**src/rtl/ex_mem_pkg.sv**
```systemverilog
// Shared widths, stall bit indices and the execute->memory write-back payload for ex_mem.
package ex_mem_pkg;

  localparam int unsigned REGS_DATA_BUS        = 32;
  localparam int unsigned REGS_ADDR_BUS        = 5;
  localparam int unsigned DOUBLE_REGS_DATA_BUS = 64;
  localparam int unsigned CYCLE_BUS            = 2;
  localparam int unsigned STALL_BUS            = 6;

  localparam int unsigned STALL_EX  = 3;
  localparam int unsigned STALL_MEM = 4;

  localparam logic ENABLE  = 1'b1;
  localparam logic DISABLE = 1'b0;
  localparam logic [REGS_DATA_BUS-1:0] ZERO_WORD = '0;

  // GPR and HI/LO write-back request carried from execute into memory
  typedef struct packed {
    logic [REGS_ADDR_BUS-1:0] write_addr;
    logic                     write_enable;
    logic [REGS_DATA_BUS-1:0] write_data;
    logic                     write_hilo_enable;
    logic [REGS_DATA_BUS-1:0] write_hi_data;
    logic [REGS_DATA_BUS-1:0] write_lo_data;
  } wb_req_t;

endpackage

```
**src/rtl/ex_mem_hilo_acc_reg.sv**
```systemverilog
// Partial-product and step register for two-cycle MADD/MSUB; clear has priority over capture.
module hilo_acc_reg
  import ex_mem_pkg::*;
(
  input  logic                            clock,
  input  logic                            reset,
  input  logic                            capture,
  input  logic                            clear,
  input  logic [DOUBLE_REGS_DATA_BUS-1:0] in_result,
  input  logic [CYCLE_BUS-1:0]            in_cycle,
  output logic [DOUBLE_REGS_DATA_BUS-1:0] result,
  output logic [CYCLE_BUS-1:0]            cycle
);

  always_ff @(posedge clock or negedge reset) begin
    if (!reset) begin
      result <= {ZERO_WORD, ZERO_WORD};
      cycle  <= '0;
    end else if (clear) begin
      result <= {ZERO_WORD, ZERO_WORD};
      cycle  <= '0;
    end else if (capture) begin
      result <= in_result;
      cycle  <= in_cycle;
    end
  end

endmodule

```
**src/rtl/ex_mem.sv**
```systemverilog
// Execute->memory pipeline register with stall/bubble/flush handling.
// Define MULTICYCLE_ACC_EN to build the MADD/MSUB partial-result accumulator.
module ex_mem
  import ex_mem_pkg::*;
(
  input  logic                            clock,
  input  logic                            reset,
  input  logic [STALL_BUS-1:0]            stall,
  input  logic                            flush,
  input  logic [REGS_ADDR_BUS-1:0]        ex_write_addr,
  input  logic                            ex_write_enable,
  input  logic [REGS_DATA_BUS-1:0]        ex_write_data,
  input  logic                            ex_write_hilo_enable,
  input  logic [REGS_DATA_BUS-1:0]        ex_write_hi_data,
  input  logic [REGS_DATA_BUS-1:0]        ex_write_lo_data,
  input  logic [DOUBLE_REGS_DATA_BUS-1:0] ex_current_result,
  input  logic [CYCLE_BUS-1:0]            ex_current_cycle,
  output logic [REGS_ADDR_BUS-1:0]        mem_write_addr,
  output logic                            mem_write_enable,
  output logic [REGS_DATA_BUS-1:0]        mem_write_data,
  output logic                            mem_write_hilo_enable,
  output logic [REGS_DATA_BUS-1:0]        mem_write_hi_data,
  output logic [REGS_DATA_BUS-1:0]        mem_write_lo_data,
  output logic [DOUBLE_REGS_DATA_BUS-1:0] last_result,
  output logic [CYCLE_BUS-1:0]            last_cycle
);

  wb_req_t ex_req_c;
  wb_req_t req;
  logic    bubble_c;
  logic    hold_c;

  // Execute held while memory runs -> bubble; memory held (legal or not) -> freeze
  assign bubble_c = (stall[STALL_EX] == ENABLE) && (stall[STALL_MEM] == DISABLE);
  assign hold_c   = (stall[STALL_MEM] == ENABLE);

  assign ex_req_c = '{write_addr:        ex_write_addr,
                      write_enable:      ex_write_enable,
                      write_data:        ex_write_data,
                      write_hilo_enable: ex_write_hilo_enable,
                      write_hi_data:     ex_write_hi_data,
                      write_lo_data:     ex_write_lo_data};

  always_ff @(posedge clock or negedge reset) begin
    if (!reset) begin
      req <= '0;
    end else if (flush || bubble_c) begin
      req <= '0;
    end else if (!hold_c) begin
      req <= ex_req_c;
    end
  end

  assign mem_write_addr        = req.write_addr;
  assign mem_write_enable      = req.write_enable;
  assign mem_write_data        = req.write_data;
  assign mem_write_hilo_enable = req.write_hilo_enable;
  assign mem_write_hi_data     = req.write_hi_data;
  assign mem_write_lo_data     = req.write_lo_data;

`ifdef MULTICYCLE_ACC_EN
  logic acc_clear_c;
  logic unused_stall_c;

  // Advancing finishes any multi-cycle op, so the next one starts from step 0
  assign acc_clear_c    = flush || (!stall[STALL_EX] && !stall[STALL_MEM]);
  assign unused_stall_c = ^{stall[STALL_BUS-1], stall[STALL_EX-1:0]};

  hilo_acc_reg u_hilo_acc_reg (
    .clock     (clock),
    .reset     (reset),
    .capture   (bubble_c),
    .clear     (acc_clear_c),
    .in_result (ex_current_result),
    .in_cycle  (ex_current_cycle),
    .result    (last_result),
    .cycle     (last_cycle)
  );
`else
  logic unused_acc_c;

  assign last_result  = {ZERO_WORD, ZERO_WORD};
  assign last_cycle   = '0;
  assign unused_acc_c = ^{ex_current_result, ex_current_cycle,
                          stall[STALL_BUS-1], stall[STALL_EX-1:0]};
`endif

endmodule

```
**config.mk**
```make
export PLATFORM = sky130hd
export DESIGN_NAME = ex_mem
export DESIGN_NICKNAME = d
export VERILOG_FILES = /design/src/rtl/ex_mem_pkg.sv /design/src/rtl/ex_mem_hilo_acc_reg.sv /design/src/rtl/ex_mem.sv
export SDC_FILE = /design/constraint.sdc
export NUM_CORES = 1
export LEC_CHECK = 0
export BUFFER_PORTS_ARGS = -buffer_cell sky130_fd_sc_hd__buf_2
export CAP_MARGIN = 10
export CORE_AREA = 2 2 134 136
export CTS_CLUSTER_DIAMETER = 200
export CTS_CLUSTER_SIZE = 28
export DETAILED_ROUTE_END_ITERATION = 12
export DIE_AREA = 0 0 136 138
export PLACE_DENSITY = 0.71
export SYNTH_ARGS = -nofsm -noshare
export SYNTH_HDL_FRONTEND = slang
export SYNTH_SLANG_ARGS = --single-unit
```
**constraint.sdc**
```tcl
create_clock -name clock -period 0.8 [get_ports clock]
set_input_delay 0.04 -clock clock [delete_from_list [all_inputs] [get_ports clock]]
set_output_delay 0.04 -clock clock [all_outputs]
set_load 0.01 [all_outputs]
```
Yosys cells after proc, flatten, opt, wreduce, memory -nomap -nowiden
Cells that the tools add are included.
{"block": "word_totals", "reg_bits": 103, "in_bits": 178}
{"block": "op_classes", "n_eq_ne": 1, "n_mux": 2, "bitwise_logic": 1, "n_reduce_logical": 2}
{"cell": "$mux 103", "count": 2}
{"cell": "$ne 2x1->1 const B", "count": 1}
{"cell": "$logic_and 1x1->1", "count": 1}
{"cell": "$logic_or 1x1->1", "count": 1}
{"cell": "$not 1->1", "count": 1}

Longest topological paths before layout
{"block": "logic_depth", "ltp_word": 4, "ltp_mapped": 6}

Least setup slack after synthesis
OpenSTA, ideal clock, no wires.
{"block": "synth_timing", "path_type": "input port to flip-flop", "start": "input port flush", "end": "register req (netlist bit mem_write_addr[0])", "setup_ps": 130, "arrival_ps": 803, "path_slack_ps": -133, "path_stages": 5, "n_path_buf": 4, "cell_sequence": "buf_2 -> buf_4 -> buf_4 -> buf_2 -> o22ai_2"}
{"block": "synth_between", "elab_chain_cells": 2}
{"element": "start, declared", "line": "ex_mem.sv:9", "text": "input logic flush,"}
{"element": "$logic_or 1x1->1 (*)", "line": "ex_mem.sv:47", "text": "end else if (flush || bubble_c) begin"}
{"element": "$ne 2x1->1 (no source line) / $mux 103 (equally long branches)"}
{"element": "end signal, assigned", "line": "ex_mem.sv:50", "text": "req <= ex_req_c;"}
{"element": "end, declared", "line": "ex_mem.sv:29", "text": "wb_req_t req;"}
Every way passes the cells marked *; elsewhere a longest branch is shown, timed or not.
A chain may end at the register's enable or synchronous reset.

Worst setup path after layout
{"block": "layout_timing", "start": "register req (netlist bit mem_write_data[1])", "end": "output port mem_write_data[1]"}
{"element": "end, declared", "line": "ex_mem.sv:20", "text": "output logic [REGS_DATA_BUS-1:0] mem_write_data,"}
No word-level cell between the ends.

==> run metrics <==
Final Hold Viols=0; FILL cells=1546; min-delay src=ex_write_hi_data[0]; worst path bufs/invs=1; post-route clock skew=0 ps; H-tree levels=3; I/O pins=347; Layout Utilization=0.491; register area share after synthesis=0.471; worst skew pair latency=350 ps; drt total wl=15.4 mm; Synth Register Bits=103; nets=1054; CTS tree=built; Startpoint Class=flop; largest net degree at the start of global routing=63; port bufs=210; WP depth=1; Multi-input gate area=2470 sq um; Diodes inserted=0; routed length on met1=6.07 mm; core region area=17500 sq um; Die Y=138 um; Slew Limit Fails=0; status=finished with violations; met3 WL post-DR=1.15 mm; Pwr Density=1510 nW/um^2; yosys warns=0; All-Layer GR Usage=0.155; CTS Buf Count=9; detailed-routed wire length on met2=7.78 mm; Crit path arrival time=910 ps; grt ovf=0; clk root buf=clkbuf_16; r2r setup slk=-80 ps; cells on worst reg2reg path=4; clk sinks=103; Die X=136 um; Tcrit/Tclk final=1.19; routed via count=4929; PnR Total Power=13.0 mW; crit path kind=flop to output pin; slowest CP cell=dfrtp_1; Finished Layout Cells=1110; Clock transition at path regs=80 ps; drt wl/cell=13.9 um; first-pass GRT wire length=23.6 mm; delay-heaviest family, CP=flip-flops; synth-to-layout area growth=57.3%; critical path required time=760 ps; Cell variety after synth=11; maximum fanout along the worst path=2; Routability Congestion=0.733; RSZ-0062 raised after global routing=yes; drt first-iter violations=210; register area=2580 sq um; depth of the worst hold-timing path=3; Setup TNS=-11720 ps; Final setup viols=105; Setup crit start=mem_write_data[1]; Initial Utilization=0.312; sequence of cells on the critical path=buf_2; top routing layer in use=met4; Post-Syn Area per Cell=10.4 sq um; antenna violations before repair=0; VDD IR max=1240 uV; Detail Placement HPWL=9.08 mm; violated checks=setup timing; Place WS=-111 ps; worst hold path class=primary input to flop; die area=18800 sq um; clock buffer depth=2; floorplan row count=49; FMAX=1050 MHz; remaining routing DRC violations=0; Placement Cell Area=6630 sq um; Synth Cell Area=5470 sq um; layout cells sized above 1=0.456; hold slack=33.9 ps; min Tclk post-route=952 ps; cell area after layout=8600 sq um; cells after synthesis=527; Max Cap Violations=0; RR Startpoint=mem_write_lo_data[8]; drt pass-1 iters=6; Worst setup EP type=output pin; DRT antenna net count=0; placed cells=949; vias per std cell=4.44; setup slack after layout=-152 ps; Leakage=4.18 nW; vias in the first global route=4732; Worst path max stage delay=410 ps
-- area by class of cell --
class,instances,area share
multi-input cells,376,0.287
repair buffers,386,0.342
well taps,229,0.0333
flip-flops and latches,103,0.300
clock buffers,10,0.0278
clock inverters,6,0.0105
-- cells in the final DEF (no fill, tap or decap), drive strengths merged --
master / synthesis / final
o22ai: 103 / 103
clkbuf: 15 / 10
bufinv: 0 / 2
nand2b: 103 / 103
buf: 98 / 283
conb: 1 / 66
clkinvlp: 0 / 1
dlygate4sd3: 0 / 103
clkinv: 0 / 1
dfrtp: 103 / 103
inv: 0 / 2
nand2: 103 / 103
or2: 1 / 1
-- cell usage after synthesis --
| cell type | count | area share |
|---|---|---|
| buf_4 | 69 | 0.095 |
| buf_2 | 21 | 0.019 |
| buf_6 | 8 | 0.016 |
| conb_1 | 1 | 0.00069 |
| nand2b_1 | 103 | 0.12 |
| o22ai_2 | 70 | 0.16 |
| dfrtp_1 | 103 | 0.47 |
| clkbuf_1 | 15 | 0.010 |
| o22ai_1 | 33 | 0.038 |
| nand2_1 | 103 | 0.071 |
| or2_1 | 1 | 0.0011 |
-- power by group --
group | switching, mW | leakage, nW | internal, mW
clock | 2.08 | 0.159 | 2.85
combinational | 1.23 | 2.61 | 1.31
sequential | 0.121 | 1.40 | 5.40
-- flip-flops by register name (all words and copies together) (netlist names) --
| name | count |
|---|---|
| mem_write_data | 32 |
| mem_write_lo_data | 32 |
| mem_write_hilo_enable | 1 |
| mem_write_addr | 5 |
| mem_write_enable | 1 |
| mem_write_hi_data | 32 |
-- worst paths after layout --
check | endpoint
worst min-delay path | mem_write_hi_data[0]
worst min register to register | mem_write_data[0]
max in group asynchronous | mem_write_addr[0]
worst max-delay path | mem_write_data[1]
min in group asynchronous | mem_write_data[31]
worst max register to register | mem_write_lo_data[8]
-- logic make-up after synthesis --
kind of cell | count (synthesis) | synth area share
flops | 103 | 0.471
buf+inv | 113 | 0.141
other cells | 1 | 0.000686
compound gates | 103 | 0.198
simple gates | 207 | 0.190
-- repair_timing --
item                       in CTS  in global routing
buffers inserted               21                 26
gates resized for setup        14                 53
setup endpoints to repair     103                118
hold buffers                  103                  0
pin swaps                       0                 11
hold endpoints to repair      204                  0
-- metal layers --
metal	global-route usage	up-vias
li1	-	2319
met1	0.188	2356
met2	0.261	220
met3	0.0433	34
met4	0.0537	0
met5	0	-
Note: power is estimated with default switching activity, not from simulation.
